<file path="config.mk">
export PLATFORM = sky130hd
export DESIGN_NAME = mac_accum
export DESIGN_NICKNAME = d
export VERILOG_FILES = /design/src/rtl/mac_accum.sv
export SDC_FILE = /design/constraint.sdc
export NUM_CORES = 1
export LEC_CHECK = 0
export CORE_MARGIN = 4
export CORE_UTILIZATION = 55
export CTS_CLUSTER_DIAMETER = 150
export DETAILED_ROUTE_END_ITERATION = 8
export DONT_BUFFER_PORTS = 1
export PLACE_DENSITY_LB_ADDON = 0.25
export SLEW_MARGIN = 5
export SYNTH_ARGS = -nofsm -noshare
export SYNTH_HDL_FRONTEND = slang
export SYNTH_SLANG_ARGS = --single-unit
export TNS_END_PERCENT = 5
</file>
<file path="constraint.sdc">
create_clock -name clk -period 9.2 [get_ports clk]
set_clock_uncertainty 0.2 [all_clocks]
set_input_delay 1.84 -clock clk [delete_from_list [all_inputs] [get_ports clk]]
set_output_delay 1.84 -clock clk [all_outputs]
set_load 0.02 [all_outputs]
</file>
<file path="src/rtl/mac_accum.sv">
// Multiply-accumulate over groups of N unsigned 4x4 products.
// Each completed 12-bit sum is held until downstream takes it.

module mul4x4_wallace (
  input  logic [3:0] a,
  input  logic [3:0] b,
  output logic [7:0] p
);
  logic [7:0] r0, r1, r2, r3;
  logic [7:0] s1, c1, s2, c2;

  // Two 3:2 carry-save levels, then a single carry-propagate add.
  // Carries out of bit 7 can be dropped because the product is below 256.
  always_comb begin
    r0 = {4'b0000, a & {4{b[0]}}};
    r1 = {3'b000, a & {4{b[1]}}, 1'b0};
    r2 = {2'b00, a & {4{b[2]}}, 2'b00};
    r3 = {1'b0, a & {4{b[3]}}, 3'b000};
    s1 = r0 ^ r1 ^ r2;
    c1 = ((r0 & r1) | (r0 & r2) | (r1 & r2)) << 1;
    s2 = s1 ^ c1 ^ r3;
    c2 = ((s1 & c1) | (s1 & r3) | (c1 & r3)) << 1;
    p  = s2 + c2;
  end
endmodule

module mac_accum #(
  parameter int unsigned N = 4
) (
  input  logic        clk,
  input  logic        rst_n,
  input  logic        clr,
  input  logic [3:0]  a,
  input  logic [3:0]  b,
  input  logic        in_valid,
  output logic        in_ready,
  output logic [11:0] out_data,
  output logic        out_valid,
  input  logic        out_ready,
  output logic        busy
);
  typedef enum logic {ACC, DONE} state_t;

  localparam logic [3:0] LAST = 4'(N - 1);

  state_t      state, next_state;
  logic [3:0]  cnt;
  logic [11:0] acc;
  logic [7:0]  product;
  logic [11:0] sum;
  logic        accept;

  mul4x4_wallace u_mul (
    .a (a),
    .b (b),
    .p (product)
  );

  assign sum = acc + {4'b0000, product};

  always_ff @(posedge clk) begin
    if (!rst_n) state <= ACC;
    else        state <= next_state;
  end

  always_comb begin
    next_state = state;
    if (clr) begin
      next_state = ACC;
    end else begin
      case (state)
        ACC:     if (accept && cnt == LAST) next_state = DONE;
        DONE:    if (out_ready) next_state = ACC;
        default: next_state = ACC;
      endcase
    end
  end

  // out_valid is exactly "holding a result", so it is decoded from state.
  always_comb begin
    in_ready  = (state == ACC);
    out_valid = (state == DONE);
    busy      = (state == ACC) && (cnt != 4'd0);
    accept    = in_valid && (state == ACC);
  end

  always_ff @(posedge clk) begin
    if (!rst_n) begin
      acc      <= '0;
      cnt      <= '0;
      out_data <= '0;
    end else if (clr) begin
      acc <= '0;
      cnt <= '0;
    end else if (accept) begin
      if (cnt == LAST) begin
        out_data <= sum;
        acc      <= '0;
        cnt      <= '0;
      end else begin
        acc <= sum;
        cnt <= cnt + 4'd1;
      end
    end
  end
endmodule

</file>
-- Word level (Yosys, flattened, before mapping)
Cells that the tools add are included.
- add/subtract/negate cells: 3
- multiply operators: 0
- div/mod/pow operators: 0
- $lt $le $gt $ge: 0
- equality and inequality tests: 1
- shift-type cells: 0
- multiplexer cells: 5
- bitwise gates (word level): 21
- reductions and logical operators: 6
- operator list (kind ; number):
    $and 7x7->7 ; 3
    $or 7x7->7 ; 3
    $and 4x4->4 ; 4
    $add 12x8->12 ; 1
    $mux 12 ; 1
    $add 8x8->8 ; 1
    $xor 8x7->8 ; 1
    $xor 8x8->8 ; 1
    $or 7x6->7 ; 1
    $and 4x6->6 ; 1
    $and 5x6->6 ; 1
    $xor 5x6->6 ; 1
    $and 4x5->5 ; 1
    $xor 4x5->5 ; 1
    $add 4x1->4 const B ; 1
    $eq 4x2->1 const B ; 1
    $mux 4 ; 1
    $reduce_bool 4->1 ; 1
    $logic_and 1x1->1 ; 3
    $not 1->1 ; 3
    $reduce_and 3->1 ; 1
    $mux 1 ; 2
    $pmux 1 s2 ; 1
    $reduce_or 2->1 ; 1
- flip-flop bits (word level): 29
- bits in latches: 0
- bits in writable memories: 0
- bits in read-only memories: 0
- word-level logic and storage cells: 40
- memories: 0

-- Depth between registers and ports, before layout
Gate-level depths: netlist (run 1).
- depth after elaboration: 10
- mapped depth: 15
- depth with buffers taken out: 15

-- Hierarchy
Synthesis (run 1) repeated with hierarchy kept, for this count alone.
- cells, all modules: 254
- area, all modules: 2088.3 µm²
- by module, submodules not included (module ; instances ; cells each ; area each (µm²) ; sequential area each (µm²)):
    mac_accum ; 1 ; 210 ; 1714.1 ; 580.6
    mul4x4_wallace ; 1 ; 44 ; 374.1 ; 0.0

-- Worst setup path before layout (run 1)
No wires, ideal clock.
- kind: input-to-reg
- start point: in b[0]
- end point: reg acc[10]
- data arrival time: 5.128 ns
- path slack: 3.797 ns
- stages on the path: 15
- path buffers: 1
- cell sequence: nand2_1 > fa_1 > inv_1 > fa_1 > ha_1 > fa_1 > a21o_1 > a21o_1 > ha_1 > buf_4 > nand2_1 > o21ai_0 > nand4_1 > or3_1 > o21ai_0
- cells in the longest elaborated chain, start to end: 10
- ends and longest elaborated chain (item ; line ; source):
    from (decl) ; 34 ; input logic [3:0] b,
    $and 4x4->4 * ; 15 ; r0 = {4'b0000, a & {4{b[0]}}};
    $and 4x5->5 or $and 4x6->6 (tied branches) ; 20 ; c1 = ((r0 & r1) | (r0 & r2) | (r1 & r2)) << 1;
    $or 7x7->7 ; 20 ;
    $or 7x6->7 ; 20 ;
    $and 7x7->7 ; 22 ; c2 = ((s1 & c1) | (s1 & r3) | (c1 & r3)) << 1;
    $or 7x7->7 (2 in series) ; 22 ;
    $add 8x8->8 * ; 23 ; p = s2 + c2;
    $add 12x8->12 * ; 59 ; assign sum = acc + {4'b0000, product};
    $mux 12 * ; 96 ; if (cnt == LAST) begin
    to (signal assigned) ; 101 ; acc <= sum;
    to (decl) ; 48 ; logic [11:0] acc;
Every way passes the cells marked *; elsewhere a longest branch is shown, timed or not.
A chain may end at the register's enable or synchronous reset.

-- Worst setup path in the final report (run 1)
Same ends and word-level chain as after synthesis.

==> results of run 1 <==
[Yosys cell counts]
library cell | n | area (sq um)
nand2_1 | 31 | 116
dfxtp_1 | 29 | 581
a21oi_1 | 19 | 95.1
ha_1 | 18 | 225
nor2_1 | 17 | 63.8
and2_1 | 11 | 68.8
inv_1 | 11 | 41.3
o21ai_0 | 8 | 40.0
a21o_1 | 7 | 52.6
fa_1 | 7 | 140
a21boi_0 | 6 | 45.0
xnor2_1 | 6 | 52.6
nor3_1 | 5 | 25.0
xor2_1 | 5 | 43.8
a22oi_1 | 4 | 30.0
nand4_1 | 4 | 25.0
or3_1 | 4 | 25.0
a211oi_1 | 3 | 22.5
nor2b_1 | 3 | 18.8
o21ai_1 | 3 | 15.0
a21oi_2 | 2 | 17.5
a22o_1 | 2 | 17.5
and3_1 | 2 | 12.5
buf_2 | 2 | 10.0
clkbuf_1 | 2 | 7.51
nand3_1 | 2 | 10.0
a21boi_1 | 1 | 7.51
a31oi_2 | 1 | 12.5
and2_4 | 1 | 8.76
buf_1 | 1 | 3.75
buf_4 | 1 | 7.51
buf_6 | 1 | 11.3
mux2i_1 | 1 | 10.0
nand2_2 | 1 | 6.26
nand2b_1 | 1 | 6.26
nand4b_1 | 1 | 8.76
nor2_2 | 1 | 6.26
nor3_2 | 1 | 10.0
o211a_1 | 1 | 10.0
o211ai_1 | 1 | 7.51
o21bai_1 | 1 | 7.51
o22ai_1 | 1 | 6.26
o31ai_1 | 1 | 7.51
or3_4 | 1 | 11.3
[metal layers]
metal / wire, microns / vias to the layer above / global-route usage
met5: 0 / - / 0
met4: 48 / 0 / 0.0658
met3: 158 / 5 / 0.0433
met2: 2000 / 31 / 0.330
met1: 1800 / 733 / 0.256
li1: - / 794 / -
[registers in the layout (all words and copies together) (netlist names)]
register and cells:
cnt 4, out_valid 1, out_data 12, acc 12
[cell usage in the layout, fill, tap and decap left out, drive strengths merged, types with 4 or more instances in the layout]
master,synthesis,final
a22oi,4,4
a21o,7,7
xnor2,6,6
a21oi,21,21
inv,11,11
ha,18,18
or3,5,5
nor2,18,18
and2,12,12
a21boi,7,7
xor2,5,5
nand4,4,4
nor3,6,6
fa,7,7
dfxtp,29,29
o21ai,11,11
nand2,32,32
clkbuf,2,7
[metrics by stage]
stage          setup WS (ps)  utilization  hold slack (ps)
2_1_floorplan           3800            -              232
3_3_place_gp            3620        0.581              267
3_5_place_dp            3520        0.581              267
4_1_cts                 3860        0.606              289
5_1_grt                 3600        0.606              305
6_report                3860        0.606              287
[power by group]
group	internal [W]	leakage [nW]	switching, W
logic	0.0000302	0.602	0.0000425
registers	0.000128	0.234	0.00000180
clock network	0.0000649	0.0455	0.0000471
[worst paths after layout]
path	end	slack (ps)	cells after the start
setup / recovery	acc[10]	3860	14
hold / removal	acc[7]	290	2
setup reg to reg	out_data[6]	6830	8
hold reg to reg	acc[7]	290	2
[cell type report]
| cell class | count | share of cell area |
|---|---|---|
| clock buffer | 7 | 0.0268 |
| clock inverter | 1 | 0.0146 |
| inverter | 11 | 0.0201 |
| multi-input combinational | 184 | 0.628 |
| sequential | 29 | 0.283 |
| tap | 46 | 0.0280 |
[worst reg2reg max path, delay by kind of cell, from the launching register on]
family / cells / cell delay (ps)
DFF: 1 / 330
and+or+nand+nor: 1 / 80
xor gates and xnor gates: 1 / 200
AOI/OAI and AO/OA: 4 / 850
adders and majority gates: 2 / 640
[cells by family after synthesis]
kind of cell	count (synthesis)	synth area share
simple gates	86	0.217
compound gates	61	0.202
flops	29	0.298
fa+ha+maj	25	0.187
buf+inv	18	0.0417
xor+xnor	11	0.0494
mux	1	0.00513
==> metrics.md, run 1 <==
| Metric | Value |
|---|---|
| Status | `complete, no violations` |
| Seq/Total Area, Yosys | `0.298` |
| IO Count | `28` |
| Critical path arrival | `5410 ps` |
| Antenna violations before repair | `0` |
| Clock slew at reported path FFs | `100 ps` |
| Vias in the first global route | `1479` |
| Worst vdd ir | `0.106 mV` |
| First DRT Iteration DRCs | `71` |
| Power density over the cells | `153 nW/um^2` |
| DIE WIDTH | `67.6 microns` |
| Crit path launch | `b[0]` |
| CTS tree | `yes` |
| Fin crit share | `0.581` |
| CTS Root Cell | `clkbuf_4` |
| Top Family by Delay on Critical Path | `adder cells` |
| Total power | `0.000314 W` |
| Worst setup EP type | `flop` |
| Fin. max-slew vios | `0` |
| Routability cong. | `0.891` |
| Antenna-violating nets left | `0` |
| TNS Setup | `0 ps` |
| Max FO, Critical Path | `10` |
| Netlist Area Pre-Place | `1950 sq um` |
| Max incr delay on CP | `530 ps` |
| DRC Markers | `0` |
| Core area | `3390 sq um` |
| Placed instance area | `1970 sq um` |
| Register area | `581 sq um` |
| DPL Wire Length | `3.10 mm` |
| Syn Nets | `269` |
| Max Cap Viol | `0` |
| Cells after Synth | `231` |
| DIE AREA | `4560 sq um` |
| GRT Overall Usage | `0.200` |
| CP cell instances | `nand2_1, fa_1, inv_1, fa_1, ha_1, fa_1, a21o_1, a21o_1, ha_1, nand2_1, o21ai_0, nand4_1, or3_1, o21ai_0` |
| Via/cell ratio | `5.62` |
| Worst Path Buf+Inv | `1` |
| Avg WL per Cell | `14.4 microns` |
| Critical path required time | `9260 ps` |
| Initial Util | `0.575` |
| Syn. warnings | `0` |
| Total Wirelength | `4.01 mm` |
| Non-filler cells, final | `278` |
| Worst r2r src | `acc[0]` |
| Gates resized, CTS repair | `0` |
| # diodes | `0` |
| Clk sink count | `29` |
| H-tree levels | `2` |
| Hold Crit Start | `acc[7]` |
| Unrepaired setup endpoints after global routing | `no` |
| Synthesis-to-layout area growth | `5.26%` |
| Multi-input gate area | `1290 sq um` |
| Largest net degree at the start of global routing | `15` |
| Hold_buf cts | `0` |
| Die height | `67.6 microns` |
| CP max-delay cell | `fa_1` |
| CP startpoint kind | `input port` |
| Maximum operating frequency | `187 MHz` |
| Latest clock arrival within the worst-skew pair | `330 ps` |
| Clock buffer depth | `2` |
| Finished Cell Area | `2050 sq um` |
| Grt ovf | `0` |
| Count of buffers from port buffering | `0` |
| First-pass GRT wire length | `6.90 mm` |
| FF+latch count, synth | `29` |
| Worst hold path type | `flop to flop` |
| TritonCTS buffer count | `5` |
| Layout cells sized above 1 | `0.0647` |
| Worst-Margin Slew | `827 ps` |
| Nets | `269` |
| Row count | `21` |
| Avg Synthesized Cell Area | `8.44 sq um` |
| DR pass1 iterations | `4` |
| Final Hold Fails | `0` |
| Static leakage | `0.882 nW` |
| DP Cell Count | `270` |
| Distinct cells, synth | `44` |
| Crit Path Class | `input port to flop` |
| Final setup violation count | `0` |
| Tmin final | `5340 ps` |
| CP most frequent cell | `fa_1` |
| Worst slew margin | `0.446` |
| Post-CTS Setup Bufs | `0` |
| Total number of vias | `1563` |
| Fillers | `298` |
Power figures use the tool's default switching activity.
==> inputs of run 2 (changes only) <==
- clock period: 9.2 -> 5.1 ns (I/O delays scaled with it)
==> metrics.md, run 2 (synthesis results as in run 1) <==
| Metric | Value |
|---|---|
| Status | `complete, no violations (unchanged)` |
| Core area | `3390 sq um (unchanged)` |
| Worst hold slack | `287 ps (about the same)` |
| Vias in the first global route | `1470 (was 1479)` |
| Clk sink count | `29 (unchanged)` |
| Max FO, Critical Path | `10 (unchanged)` |
| Fillers | `299 (was 298)` |
| Worst hold path type | `flop to flop (unchanged)` |
| Avg WL per Cell | `14.5 microns (was 14.4 microns)` |
| Row count | `21 (unchanged)` |
| Power density over the cells | `276 nW/um^2 (was 153 nW/um^2)` |
| Maximum operating frequency | `221 MHz` |
| Latest clock arrival within the worst-skew pair | `330 ps (about the same)` |
| # diodes | `0 (unchanged)` |
| First-pass GRT wire length | `6.89 mm (was 6.90 mm)` |
| Clock slew at reported path FFs | `90 ps (was 100 ps)` |
| Synthesis-to-layout area growth | `5.26% (unchanged)` |
| Post-CTS Setup Bufs | `0 (unchanged)` |
| Total Wirelength | `4.03 mm (was 4.01 mm)` |
| H-tree levels | `2 (unchanged)` |
| Final Hold Fails | `0 (unchanged)` |
| Unrepaired setup endpoints after global routing | `no (unchanged)` |
| DRC Markers | `0 (unchanged)` |
| Leading cell type in the layout, fill and taps excluded | `nand2_1 (unchanged)` |
| Clock buffer depth | `2 (unchanged)` |
| Commonest non-fill, non-tap cells in the layout | `nand2_1 (31), dfxtp_1 (29), a21oi_1 (19), ha_1 (18), nor2_1 (17) (unchanged)` |
| CP startpoint kind | `input port (unchanged)` |
| Fin crit share | `0.888` |
| Layout cells sized above 1 | `0.0647 (unchanged)` |
| DPL Wire Length | `3.09 mm (was 3.10 mm)` |
| Fin util | `0.606 (unchanged)` |
| Final setup violation count | `0 (unchanged)` |
| Crit Path Class | `input port to flop (unchanged)` |
| Total number of vias | `1554 (was 1563)` |
| Critical path arrival | `4590 ps (was 5410 ps)` |
| Critical path required time | `5160 ps (was 9260 ps)` |
| IO Count | `28 (unchanged)` |
| Via/cell ratio | `5.59 (was 5.62)` |
| Worst-Margin Slew | `805 ps (was 827 ps)` |
| Static leakage | `0.882 nW (unchanged)` |
| Fin. max-slew vios | `0 (unchanged)` |
| Max Cap Viol | `0 (unchanged)` |
| Antenna-violating nets left | `0 (unchanged)` |
| CTS Root Cell | `clkbuf_4 (unchanged)` |
| Largest net degree at the start of global routing | `15 (unchanged)` |
| TritonCTS buffer count | `5 (unchanged)` |
| CTS tree | `yes (unchanged)` |
| Worst setup EP type | `flop (unchanged)` |
| Die height | `67.6 microns (unchanged)` |
| Worst slew margin | `0.461 (was 0.446)` |
| Tmin final | `4530 ps` |
| Hold_buf cts | `0 (unchanged)` |
| TNS Setup | `0 ps (unchanged)` |
| Count of buffers from port buffering | `0 (unchanged)` |
| Antenna violations before repair | `0 (unchanged)` |
| DP Cell Count | `270 (unchanged)` |
| Nets | `269 (unchanged)` |
| Top Registers | `acc x12, out_data x12, cnt x4 (unchanged)` |
| Gates resized, CTS repair | `0 (unchanged)` |
| GRT Overall Usage | `0.200 (about the same)` |
| DIE AREA | `4560 sq um (unchanged)` |
| Grt ovf | `0 (unchanged)` |
| Worst vdd ir | `0.191 mV (was 0.106 mV)` |
| Routability cong. | `0.891 (about the same)` |
| Initial Util | `0.575 (unchanged)` |
| First DRT Iteration DRCs | `84 (was 71)` |
| DIE WIDTH | `67.6 microns (unchanged)` |
| DR pass1 iterations | `6 (was 4)` |
| Non-filler cells, final | `278 (unchanged)` |
[run 2: per-stage QoR]
step                setup WS (ps)  total power, W  area [sq um]
floorplan                     517        0.000347          1950
global placement              340        0.000369          1970
detailed placement            240        0.000371          1970
CTS                           587        0.000573          2050
global route                  334        0.000604          2050
finish                        571        0.000567          2050
[run 2: layout make-up]
cell class / count / area (sq um) / area share
multi-input combinational: 184 / 1290 / 0.628
sequential: 29 / 581 / 0.283
tap: 46 / 57.6 / 0.0280
clock buffer: 7 / 55.1 / 0.0268
inverter: 11 / 41.3 / 0.0201
clock inverter: 1 / 30.0 / 0.0146
[run 2: routing by layer]
| metal | GRT usage | vias up | share of wire |
|---|---|---|---|
| met2 | 0.334 | 22 | 0.50 |
| met5 | 0 | - | 0 |
| met3 | 0.0483 | 5 | 0.031 |
| met4 | 0.0684 | 0 | 0.013 |
| li1 | - | 798 | - |
| met1 | 0.250 | 729 | 0.45 |
[run 2: power breakdown]
part	switching [W]	internal, W	leakage (nW)
clock	0.0000842	0.000117	0.0455
sequential	0.00000324	0.000231	0.234
combinational	0.0000767	0.0000545	0.602
total	0.000164	0.000402	0.882
[run 2: worst paths after layout]
kind	from	endpoint	slack, ps	cells past startpoint
worst max-delay path	b[0]	acc[10]	570	14
worst min-delay path	acc[7]	acc[7]	290	2
worst max register to register	acc[0]	out_data[6]	2710	8
worst min register to register	acc[7]	acc[7]	290	2
[run 2: critical path, cell delays in order]
cell,delay (ps)
nand2_1,60
fa_1,530
inv_1,50
fa_1,480
ha_1,220
fa_1,400
a21o_1,190
a21o_1,170
ha_1,480
nand2_1,80
o21ai_0,300
nand4_1,210
or3_1,340
o21ai_0,70
==> inputs of run 3 (changes only) <==
- CTS_BUF_LIST: default -> sky130_fd_sc_hd__clkbuf_2 sky130_fd_sc_hd__clkbuf_4 sky130_fd_sc_hd__clkbuf_8
==> metrics.md, run 3 (synthesis results as in run 1) <==
| Metric | Value |
|---|---|
| Power density over the cells | `278 nW/um^2 (was 276 nW/um^2)` |
| IO Count | `28 (unchanged)` |
| Antenna violations before repair | `0 (unchanged)` |
| Routability cong. | `0.891 (unchanged)` |
| TritonCTS buffer count | `5 (unchanged)` |
| Critical path required time | `5160 ps (about the same)` |
| Core area | `3390 sq um (unchanged)` |
| Crit Path Class | `input port to flop (unchanged)` |
| Antenna-violating nets left | `0 (unchanged)` |
| Row count | `21 (unchanged)` |
| First-pass GRT wire length | `6.87 mm (was 6.89 mm)` |
| CTS Root Cell | `clkbuf_4 (unchanged)` |
| Clk sink count | `29 (unchanged)` |
| Final setup violation count | `0 (unchanged)` |
| Non-filler cells, final | `278 (unchanged)` |
| DP Cell Count | `270 (unchanged)` |
| Hold Path Cell Cnt | `2 (unchanged)` |
| Total number of vias | `1575 (was 1554)` |
| Clock slew at reported path FFs | `90 ps (about the same)` |
| Synthesis-to-layout area growth | `5.45% (was 5.26%)` |
| First DRT Iteration DRCs | `84 (unchanged)` |
| Commonest non-fill, non-tap cells in the layout | `nand2_1 (31), dfxtp_1 (29), a21oi_1 (19), ha_1 (18), nor2_1 (17) (unchanged)` |
| Vias in the first global route | `1468 (was 1470)` |
| Die height | `67.6 microns (unchanged)` |
| CP startpoint kind | `input port (unchanged)` |
| Latest clock arrival within the worst-skew pair | `330 ps (about the same)` |
| DPL Wire Length | `3.09 mm (unchanged)` |
| DR pass1 iterations | `4 (was 6)` |
| Worst vdd ir | `0.191 mV (about the same)` |
| Grt ovf | `0 (unchanged)` |
| Total Wirelength | `4.03 mm (about the same)` |
| Worst slew margin | `0.455 (was 0.461)` |
| Reg2reg path depth | `8 (unchanged)` |
| Post-CTS Setup Bufs | `0 (unchanged)` |
| Final Hold Fails | `0 (unchanged)` |
| Hold_buf cts | `0 (unchanged)` |
| Critical path arrival | `4600 ps (was 4590 ps)` |
| Status | `complete, no violations (unchanged)` |
| Top Registers | `acc x12, out_data x12, cnt x4 (unchanged)` |
| GRT Overall Usage | `0.200 (about the same)` |
| # diodes | `0 (unchanged)` |
| Tmin final | `4540 ps (was 4530 ps)` |
| CTS tree | `yes (unchanged)` |
| DRC Markers | `0 (unchanged)` |
| Initial Util | `0.575 (unchanged)` |
| Max Cap Viol | `0 (unchanged)` |
| TNS Setup | `0 ps (unchanged)` |
| Maximum operating frequency | `220 MHz (was 221 MHz)` |
| DIE AREA | `4560 sq um (unchanged)` |
| Worst setup EP type | `flop (unchanged)` |
| Max FO, Critical Path | `10 (unchanged)` |
| Nets | `269 (unchanged)` |
| Via/cell ratio | `5.67 (was 5.59)` |
| Avg WL per Cell | `14.5 microns (about the same)` |
| Unrepaired setup endpoints after global routing | `no (unchanged)` |
| Total power | `0.000573 W (was 0.000567 W)` |
| Layout cells sized above 1 | `0.0690 (was 0.0647)` |
| Worst hold path type | `flop to flop (unchanged)` |
| Largest net degree at the start of global routing | `15 (unchanged)` |
| Leading cell type in the layout, fill and taps excluded | `nand2_1 (unchanged)` |
| Clock buffer depth | `2 (unchanged)` |
| Gates resized, CTS repair | `0 (unchanged)` |
| H-tree levels | `2 (unchanged)` |
| Fin crit share | `0.891 (was 0.888)` |
| Worst-Margin Slew | `813 ps (was 805 ps)` |
| Fin. max-slew vios | `0 (unchanged)` |
| Static leakage | `0.885 nW (was 0.882 nW)` |
| Count of buffers from port buffering | `0 (unchanged)` |
| DIE WIDTH | `67.6 microns (unchanged)` |
[run 3: changes by cell type in the layout (fill, tap and decap cells not counted)]
cell	before	now
clkbuf_1	1	0
clkbuf_4	5	6
[run 3: power breakdown]
group | internal, W | switching (W)
registers | 0.000231 | 0.00000324
clock network | 0.000122 | 0.0000849
logic | 0.0000545 | 0.0000767
[run 3: final timing paths]
check                           startpoint           to  slack [ps]
worst max-delay path                  b[0]      acc[10]         560
worst min-delay path                acc[7]       acc[7]         290
worst max register to register      acc[0]  out_data[6]        2700
worst min register to register      acc[7]       acc[7]         290
[run 3: layer usage]
layer / global-route usage / vias up / share of wire
met5: 0 / - / 0
met4: 0.0684 / 0 / 0.012
met2: 0.333 / 30 / 0.50
met1: 0.250 / 743 / 0.45
met3: 0.0483 / 5 / 0.034
li1: - / 797 / -
[run 3: worst max-delay path: stages]
cell and delay [ps]:
nand2_1 60, fa_1 530, inv_1 50, fa_1 480, ha_1 220, fa_1 400
a21o_1 190, a21o_1 170, ha_1 480, nand2_1 80, o21ai_0 310, nand4_1 210
or3_1 340, o21ai_0 70
[run 3: layout make-up]
| cell class | instances | area (sq um) |
|---|---|---|
| fill | 300 | 1330 |
| multi-input combinational | 184 | 1290 |
| sequential | 29 | 581 |
| clock buffer | 7 | 58.8 |
| tap | 46 | 57.6 |
| inverter | 11 | 41.3 |
| clock inverter | 1 | 30.0 |
[run 3: stage by stage]
stage          setup WS, ps  utilization  hold slack [ps]  area [sq um]
2_1_floorplan           517            -              232          1950
3_3_place_gp            340        0.581              267          1970
5_1_grt                 336        0.607              306          2060
6_report                558        0.607              286          2060
3_5_place_dp            240        0.581              267          1970
4_1_cts                 585        0.607              289          2060
